### src/rtl/medseq_pkg.sv
// Shared types and constants for the median filter sequencer.
// MEDSEQ_EARLY_EXIT_EN enables stopping early once the filter reaches a fixed point.
package medseq_pkg;

  localparam int DATA_W = 6;
  localparam int PASS_W = 3;

  localparam logic REQ0 = 1'b0;
  localparam logic REQ1 = 1'b1;

  typedef enum logic [1:0] {
    IDLE,
    RUN,
    DONE
  } state_t;

  function automatic logic maj3(
    input logic a,
    input logic b,
    input logic c
  );
    return (a & b) | (a & c) | (b & c);
  endfunction

endpackage

### src/rtl/median_filter_sequencer_stage.sv
// Combinational 3-tap bitwise median over a 6-bit word.
// Bit 5 of the input never reaches the output.
module bit_median_stage
  import medseq_pkg::*;
(
  input  logic [DATA_W-1:0] x,
  output logic [DATA_W-1:0] y
);

  // bit 5 is deliberately dropped
  assign y[5] = 1'b0 & x[5];
  assign y[4] = x[4] & x[3];
  assign y[3] = maj3(x[4], x[3], x[2]);
  assign y[2] = maj3(x[3], x[2], x[1]);
  assign y[1] = maj3(x[2], x[1], x[0]);
  assign y[0] = x[1] & x[0];

endmodule

### src/rtl/median_filter_sequencer.sv
// Two-requester round-robin scheduler around one iterated median stage.
// MEDSEQ_EARLY_EXIT_EN: finish a job as soon as a pass leaves work unchanged.
module median_filter_sequencer
  import medseq_pkg::*;
(
  input  logic              clk,
  input  logic              reset,
  input  logic              req0_valid,
  input  logic [DATA_W-1:0] req0_operand,
  input  logic [PASS_W-1:0] req0_passes,
  output logic              req0_ready,
  input  logic              req1_valid,
  input  logic [DATA_W-1:0] req1_operand,
  input  logic [PASS_W-1:0] req1_passes,
  output logic              req1_ready,
  output logic              out_valid,
  input  logic              out_ready,
  output logic [DATA_W-1:0] out_value,
  output logic              out_src,
  output logic [PASS_W-1:0] out_passes_done
);

  state_t state, state_n;

  logic [DATA_W-1:0] work, work_f, sel_op;
  logic [PASS_W-1:0] target, count, cnt_inc;
  logic [PASS_W-1:0] sel_passes;
  logic src, last_grant, grant;
  logic accept, last_pass;

  bit_median_stage u_stage (
    .x (work),
    .y (work_f)
  );

  always_comb begin
    grant = REQ0;
    unique case (1'b1)
      req0_valid & req1_valid:  grant = ~last_grant;
      ~req0_valid & req1_valid: grant = REQ1;
      default:                  grant = REQ0;
    endcase
  end

  assign accept = ~reset & (state == IDLE)
                & (req0_valid | req1_valid);

  assign req0_ready = accept & (grant == REQ0);
  assign req1_ready = accept & (grant == REQ1);

  assign sel_op     = grant ? req1_operand : req0_operand;
  assign sel_passes = grant ? req1_passes : req0_passes;

  assign cnt_inc = count + PASS_W'(1);

`ifdef MEDSEQ_EARLY_EXIT_EN
  assign last_pass = (cnt_inc == target) | (work_f == work);
`else
  assign last_pass = (cnt_inc == target);
`endif

  always_comb begin
    state_n = state;
    unique case (state)
      IDLE: if (accept)
              state_n = (sel_passes != '0) ? RUN : DONE;
      RUN:  if (last_pass) state_n = DONE;
      DONE: if (out_ready) state_n = IDLE;
      default: state_n = IDLE;
    endcase
  end

  always_ff @(posedge clk) begin
    if (reset) state <= IDLE;
    else       state <= state_n;
  end

  always_ff @(posedge clk) begin
    if (reset) begin
      work       <= '0;
      target     <= '0;
      count      <= '0;
      src        <= REQ0;
      last_grant <= REQ1;
    end else if (accept) begin
      work       <= sel_op;
      target     <= sel_passes;
      count      <= '0;
      src        <= grant;
      last_grant <= grant;
    end else if (state == RUN) begin
      work  <= work_f;
      count <= cnt_inc;
    end
  end

  assign out_valid       = (state == DONE);
  assign out_value       = work;
  assign out_src         = src;
  assign out_passes_done = count;

endmodule

### config.mk
export PLATFORM = sky130hd
export DESIGN_NAME = median_filter_sequencer
export DESIGN_NICKNAME = d
export VERILOG_FILES = /design/src/rtl/medseq_pkg.sv /design/src/rtl/median_filter_sequencer_stage.sv /design/src/rtl/median_filter_sequencer.sv
export SDC_FILE = /design/constraint.sdc
export NUM_CORES = 1
export LEC_CHECK = 0
export BUFFER_PORTS_ARGS = -buffer_cell sky130_fd_sc_hd__buf_2
export CELL_PAD_IN_SITES_DETAIL_PLACEMENT = 1
export CELL_PAD_IN_SITES_GLOBAL_PLACEMENT = 2
export CORE_MARGIN = 4
export CORE_UTILIZATION = 28
export CTS_CLUSTER_SIZE = 14
export DETAILED_ROUTE_END_ITERATION = 16
export PLACE_DENSITY = 0.8
export SYNTH_ARGS = -nofsm -noshare
export SYNTH_HDL_FRONTEND = slang
export SYNTH_HIERARCHICAL = 1
export SYNTH_SLANG_ARGS = --single-unit
export TNS_END_PERCENT = 100
### constraint.sdc
create_clock -name clk -period 2.7 [get_ports clk]
set_input_delay 0.135 -clock clk [delete_from_list [all_inputs] [get_ports clk]]
set_output_delay 0.135 -clock clk [all_outputs]
set_load 0.03 [all_outputs]
==> results by group, run 1 <==
Placed design
  • Inst Count DP: 183
  • DP Worst Slack: 976.5 ps
  • Post-DP HPWL: 2007 um
  • GPL Wtd Cong: 0.6943
  • Port Buffers: 35

Synthesis
  • Cell area after synthesis: 932.1 um^2
  • Syn Nets: 134
  • Cell count after synthesis: 110
  • Synth unique cells: 31
  • Syn_area_per_cell: 8.474 um^2
  • Seq cells post-synth: 16
  • Register area share after synthesis: 34.36%
  • Synth warn: 6

Cells and area
  • Multi-input gate area: 566.8 um^2
  • Final Non-Filler Cells: 187
  • # diodes: 0
  • Share of cells above drive strength 1: 34.27%
  • Final Util: 36.88%
  • FF+latch area: 320.3 um^2
  • Layout overhead on the synthesized area: 23.76%
  • # fillers: 403
  • Most common cell after layout, fill and taps aside: buf_2
  • Commonest non-fill, non-tap cells in the layout: buf_2 (35), nand2_1 (22), dfxtp_1 (16)
  • Fin nets: 168

Clock tree
  • CTS hold repair buffers: 0
  • CTS tree: built
  • Cts repair resizes: 0
  • CTS sink cnt: 16
  • Max clock buf depth: 2
  • Clk root buf: clkbuf_4
  • Clock transition at path regs: 100 ps
  • H-tree depth: 1
  • Clock latency on the worst-skew pair: 290 ps
  • TritonCTS Buffers: 3
  • Post-CTS Setup Inserts: 0

Pwr
  • Worst ir drop on vdd: 0.2029 mV
  • Clk pwr share: 22.1%
  • Register share of total power: 42.5%
  • Switching share of power: 38.35%
  • NetSw: 283.4 uW
  • Comb pwr share: 35.3%
  • Leak: 0.0005340 uW
  • Pwr Total: 739.0 uW
  • Pwr dens: 640.6 mW/mm^2
  • P_int: 455.6 uW

Timing
  • Setup TNS: 0 ps
  • Measured slew at the worst slew-check pin: 946.9 ps
  • Min setup slack post-route: 972.1 ps
  • RSZ-0062 raised after global routing: false
  • Max Clk Rate: 578.7 MHz
  • Fin. max-slew vios: 0
  • Tmin final: 1728 ps
  • Hold Violations, Final: 0
  • Final period util: 64.00%
  • Relative slew slack: 36.35%
  • Setup Viol. Count Final: 0
  • Setup Skew: 3.743 ps

Min path
  • Worst min path class: input port to register
  • Hold path depth: 3
  • Hold endpoint: target[2]$_SDFFE_PP0P_
  • Hold Path Origin: req0_passes[2]

Route
  • First-pass iteration count of the detailed router: 3
  • Routed wire length per instance: 13.67 um
  • Vias: 906
  • Vias per std cell: 4.845
  • Detailed Route WL: 2556 um
  • 1st-iter DRT viols: 27
  • DRC viols: 0
  • Post-DRT Antenna Nets: 0

Die
  • Rows: 20
  • Die ar.: 0.004316 mm^2
  • Top-Level Pins: 36
  • Die X: 65.70 um
  • Core box area: 0.003128 mm^2
  • Initial core utilization: 29.80%
  • Die height: 65.70 um

Critical path
  • Worst R2R Start: state[1]$_SDFFE_PP0P_
  • R2R setup slack: 970 ps
  • R2r worst-path depth: 3
  • Crit path DAT: 1920 ps
  • R2r endpoint: out_value[4]$_SDFFE_PP0P_
  • Critical path capture point type: register
  • Critical Path Fanout Max: 12
  • Worst path required time: 2890 ps
  • Crit Path Class: register to register
  • Startpoint Class: register

Job
  • Max-cap violations: 0

GRT
  • GRT Resource Usage Total: 12.41%
  • Vias in the first global route: 926
  • Overflow after GRT: 0
  • Largest net degree at the start of global routing: 16
  • Antenna violations before repair: 0
  • First-pass GRT wire length: 4160 um

Outcome
  • Run status: finished, final reports clean
## power by group through the flow
stage               sequential (uW)  clock (uW)  combinational (uW)
floorplan                       345           0                 168
global placement                317           0                 259
detailed placement              319           0                 265
CTS                             314         168                 265
global route                    321         178                 288
finish                          314         164                 261
## kinds of logic (layout without fill, tap and decap cells)
kind of cell	Yosys count	count (layout)	share of synthesized area, %
muxes	2	2	2.148
xor gates and xnor gates	5	5	6.309
buffers and inverters	6	39	4.832
AOI/OAI and AO/OA	23	23	17.85
other	1	1	0.4023
and+or+nand+nor	53	53	29.13
adders and majority gates	4	4	4.966
DFF	16	16	34.36
## registers in the layout, summed over array words and instances (netlist names)
register / count
out_passes_done: 3
target: 3
state: 2
out_value: 6
last_grant: 1
out_src: 1
## stage by stage
step	area [um^2]	hold WS [ps]
4_1_cts	1154	113.7
5_1_grt	1154	132.4
3_5_place_dp	1117	428.4
3_3_place_gp	1117	424.4
6_report	1154	120.2
2_1_floorplan	932.1	207.1
## metal layers
metal | GRT usage (%) | vias up | wire (um) | share of wire [%]
li1 | - | 459 | - | -
met1 | 16.32 | 423 | 1199 | 47
met2 | 20.28 | 22 | 1209 | 47
met3 | 1.368 | 2 | 119 | 4.7
met4 | 5.440 | 0 | 27 | 1.1
met5 | 0 | - | 0 | 0
## area by class of cell
| class | instances | area share (%) |
|---|---|---|
| Sequential cell | 16 | 27.77 |
| Clock buffer | 4 | 3.145 |
| Timing Repair Buffer | 35 | 15.18 |
| Multi-Input combinational cell | 88 | 49.13 |
| Tap cell | 44 | 4.772 |
## cells in the mapped netlist
master     number  area, um^2
nor3_2          3       30.03
conb_1          1       3.750
buf_6           1       11.26
a21boi_2        1       11.26
xor3_1          1       23.77
nor3_1          7       35.03
o21bai_1        1       7.510
nor4_2          1       12.51
a21oi_1         4       20.02
a311oi_1        3       26.28
or3_1           1       6.260
o31a_1          1       8.760
o21ai_1         6       30.03
and2_1          2       12.51
and2b_1         1       7.510
buf_4           4       30.03
nand2_1        22       82.58
a21bo_2         1       10.01
xnor2_1         2       17.52
and3_1          6       37.54
xor2_1          2       17.52
ha_1            1       12.51
mux2i_1         2       20.02
dfxtp_1        16       320.3
nand2b_1        1       6.260
maj3_2          3       33.78
o2bb2ai_1       6       52.55
clkbuf_1        1       3.750
nor2b_1         2       12.51
nor2_2          1       6.260
nor2_1          6       22.52
## worst max-delay path by stage
stage / startpoint / to / cells past startpoint
floorplan: state[1]$_SDFFE_PP0P_ / req0_ready / 2
global placement: state[1]$_SDFFE_PP0P_ / out_value[2]$_SDFFE_PP0P_ / 3
detailed placement: state[1]$_SDFFE_PP0P_ / out_value[4]$_SDFFE_PP0P_ / 3
CTS: state[1]$_SDFFE_PP0P_ / out_value[4]$_SDFFE_PP0P_ / 3
global route: state[1]$_SDFFE_PP0P_ / out_value[4]$_SDFFE_PP0P_ / 3
finish: state[1]$_SDFFE_PP0P_ / out_value[4]$_SDFFE_PP0P_ / 3
## worst max-delay path, cell delays in order, from the launching register on
cell and delay [ps]:
dfxtp_1 390, nor4_2 860, and3_1 300, o2bb2ai_1 80
Power figures use the tool's default switching activity.
==> run 2: changes to the inputs <==
--- a/config.mk
+++ b/config.mk
@@ -5,14 +5,15 @@
 export SDC_FILE = /design/constraint.sdc
 export NUM_CORES = 1
 export LEC_CHECK = 0
+export ABC_AREA = 1
 export BUFFER_PORTS_ARGS = -buffer_cell sky130_fd_sc_hd__buf_2
 export CELL_PAD_IN_SITES_DETAIL_PLACEMENT = 1
 export CELL_PAD_IN_SITES_GLOBAL_PLACEMENT = 2
 export CORE_MARGIN = 4
-export CORE_UTILIZATION = 28
+export CORE_UTILIZATION = 24
 export CTS_CLUSTER_SIZE = 14
 export DETAILED_ROUTE_END_ITERATION = 16
-export PLACE_DENSITY = 0.8
+export PLACE_DENSITY = 0.76
 export SYNTH_ARGS = -nofsm -noshare
 export SYNTH_HDL_FRONTEND = slang
 export SYNTH_HIERARCHICAL = 1
==> constraint.sdc (replaced) <==
create_clock -name clk -period 1.6 [get_ports clk]
set_input_delay 0.08 -clock clk [delete_from_list [all_inputs] [get_ports clk]]
set_output_delay 0.08 -clock clk [all_outputs]
set_load 0.03 [all_outputs]
==> results by group, run 2 <==
Outcome
  • Run status: finished, final reports clean

GRT
  • Overflow after GRT: 0 (unchanged)
  • Antenna violations before repair: 0 (unchanged)
  • Vias in the first global route: 1051 (+13%)
  • Largest net degree at the start of global routing: 17 (+1)
  • First-pass GRT wire length: 4740 um (+14%)
  • GRT Resource Usage Total: 11.63% (-0.78 points)

Route
  • Vias: 1030 (+14%)
  • Routed wire length per instance: 12.15 um (-11%)
  • DRC viols: 0 (unchanged)
  • First-pass iteration count of the detailed router: 4 (+1)
  • Post-DRT Antenna Nets: 0 (unchanged)
  • Met2 WL: 1343 um (+11%)
  • Detailed Route WL: 2856 um (+12%)
  • Wl on met1: 1354 um (+13%)
  • 1st-iter DRT viols: 21 (-22%)
  • Top Metal Used: met3
  • Vias per std cell: 4.383 (-9.5%)
  • Metal3 WL: 159 um (+34%)

Synthesis
  • Register area share after synthesis: 33.55% (-0.81 points)
  • Post-synth ARST share: 0% (unchanged)
  • Post-synth EDFFs: 0 (unchanged)
  • Cell count after synthesis: 145 (+32%)
  • Synth unique cells: 22 (-29%)
  • Area share of the largest cell type after synthesis: 33.55% (-0.81 points)
  • Ranking of synthesized cells by area: dfxtp_1 (34%), nand2_1 (19%), inv_1 (9.4%)
  • Main synth FF type: dfxtp_1
  • Cell area after synthesis: 954.7 um^2 (+2.4%)
  • Syn Nets: 169 (+26%)
  • Most numerous cell in the Yosys netlist: nand2_1
  • Synth warn: 6 (unchanged)
  • Top post-synthesis cells by count: nand2_1 (48), inv_1 (24), dfxtp_1 (16)
  • Seq cells post-synth: 16 (unchanged)
  • Largest area contributor in the netlist: dfxtp_1
  • Syn_area_per_cell: 6.584 um^2 (-22%)

Die
  • Die ar.: 0.005051 mm^2 (+17%)
  • Die height: 71.07 um (+8.2%)
  • Top-Level Pins: 36 (unchanged)
  • Rows: 22 (+10%)
  • Initial core utilization: 25.50% (-4.3 points)
  • Die X: 71.07 um (+8.2%)
  • Core box area: 0.003744 mm^2 (+20%)

Placed design
  • Post-DP HPWL: 2242 um (+12%)
  • GPL Wtd Cong: 0.7389 (+6.4%)
  • Port Buffers: 35 (unchanged)
  • Dpl cell area: 0.001171 mm^2 (+4.8%)
  • DP Worst Slack: 171.0 ps (-805.6 ps)

Cells and area
  • FF+latch area: 320.3 um^2 (unchanged)
  • Design area: 0.001264 mm^2 (+9.5%)
  • Fin nets: 212 (+26%)
  • Most common cell after layout, fill and taps aside: nand2_1
  • Layout overhead on the synthesized area: 32.37%
  • Largest register FFs: 6 (unchanged)
  • Multi-input gate area: 514.2 um^2 (-9.3%)
  • # fillers: 513 (+27%)
  • Share of cells above drive strength 1: 28.88% (-5.4 points)
  • Commonest non-fill, non-tap cells in the layout: nand2_1 (48), buf_2 (35), inv_1 (24)
  • # diodes: 0 (unchanged)

Critical path
  • Startpoint Class: register
  • Worst path required time: 1520 ps (-1370 ps)
  • Critical path capture point type: primary output
  • Critical Path Fanout Max: 8 (-4)
  • Crit Path Class: register to primary output
  • Crit path DAT: 1370 ps (-550 ps)

Pwr
  • Pwr dens: 1633 mW/mm^2 (+150%)
  • Worst ir drop on vdd: 0.6078 mV (+200%)
  • Register share of total power: 31.4% (-11 points)
  • NetSw: 954.1 uW (+240%)
  • Pwr Total: 2064 uW (+180%)
  • Clk pwr share: 17.7% (-4.4 points)
  • Leak: 0.0006942 uW (+30%)
  • Switching share of power: 46.22% (+7.9 points)
  • Comb pwr share: 50.9% (+16 points)
  • P_int: 1110 uW (+140%)

Timing
  • Final period util: 90.67%
  • Max Clk Rate: 689.3 MHz
  • Hold Violations, Final: 0 (unchanged)
  • RSZ-0062 raised after global routing: false
  • Setup TNS: 0 ps (unchanged)
  • Min setup slack post-route: 149.2 ps (-822.9 ps)
  • Tmin final: 1451 ps
  • Setup Skew: 3.001 ps (-0.7421 ps)
  • Setup Viol. Count Final: 0 (unchanged)
  • Fin. max-slew vios: 0 (unchanged)
  • Hold WS: 18.35 ps (-101.9 ps)

Clock tree
  • Clock transition at path regs: 60 ps (-40 ps)
  • Max clock buf depth: 2 (unchanged)
  • CTS hold repair buffers: 0 (unchanged)
  • CTS sink cnt: 16 (unchanged)
  • Clock latency on the worst-skew pair: 250 ps (-40 ps)
  • CTS tree: built
  • TritonCTS Buffers: 3 (unchanged)
  • H-tree depth: 1 (unchanged)
  • Clk root buf: clkbuf_8

Job
  • Max-cap violations: 0 (unchanged)

Min path
  • Worst min path class: input port to register
[run 2: cell types whose count changed after synthesis, moves of 4 or more]
cell / change
nand2_1: +26
nor3_1: -7
o2bb2ai_1: -6
o211ai_1: +6
inv_1: +24
and3_1: -6
nand3_1: +13
o22ai_1: +4
nor2_4: +4
[run 2: critical path, stage by stage, from the launching register on]
cell and delay, ps:
dfxtp_1 370, nor2_4 180, nand3b_4 170, nor2_4 190
buf_2 220
[run 2: kinds of logic after synthesis]
| group | share of synthesized area (%) |
|---|---|
| simple gates | 36.83 |
| flops | 33.55 |
| other cells | 0.3928 |
| compound gates | 15.33 |
| buf+inv | 12.58 |
| fa+ha+maj | 1.310 |
[run 2: cell type report]
class	count	share of cell area, %
inverters	27	8.020
multi-input cells	100	40.69
well taps	48	4.752
clock buffers	4	4.356
repair buffers	40	16.83
flip-flops and latches	16	25.35
[run 2: final timing paths]
check,startpoint,cells past startpoint,slack (ps),endpoint
min,reset,2,20,state[1]$_SDFFE_PP0P_
max reg2reg,out_passes_done[0]$_SDFFE_PP0P_,9,170,state[1]$_SDFFE_PP0P_
min reg2reg,out_src$_SDFFE_PP0P_,1,480,out_src$_SDFFE_PP0P_
max,state[1]$_SDFFE_PP0P_,4,150,req0_ready
[run 2: timing repair]
action | in CTS | in global routing
gates cloned | 0 | 0
pin swaps | 1 | 1
setup endpoints to repair | 1 | 1
resized for setup | 0 | 0
buffers inserted | 1 | 4
[run 2: per-stage QoR]
stage / instances / util [%]
final: 235 / 33.76
after floorplan: 145 / -
after global placement: 226 / 31.28
after detailed placement: 226 / 31.28
after global routing: 235 / 33.76
after CTS: 231 / 32.95
[run 2: power by group through the flow]
stage | registers [uW] | logic [uW] | clock network (uW)
2_1_floorplan | 783 | 618 | 0
3_3_place_gp | 657 | 992 | 0
3_5_place_dp | 658 | 1020 | 0
4_1_cts | 651 | 1030 | 391
5_1_grt | 669 | 1170 | 406
6_report | 649 | 1050 | 365
[run 2: layer usage]
layer  up-vias  global-route usage [%]
li1        545                       -
met5         -                       0
met1       459                   14.42
met2        26                   19.05
met3         0                   4.545
met4         0                   2.505
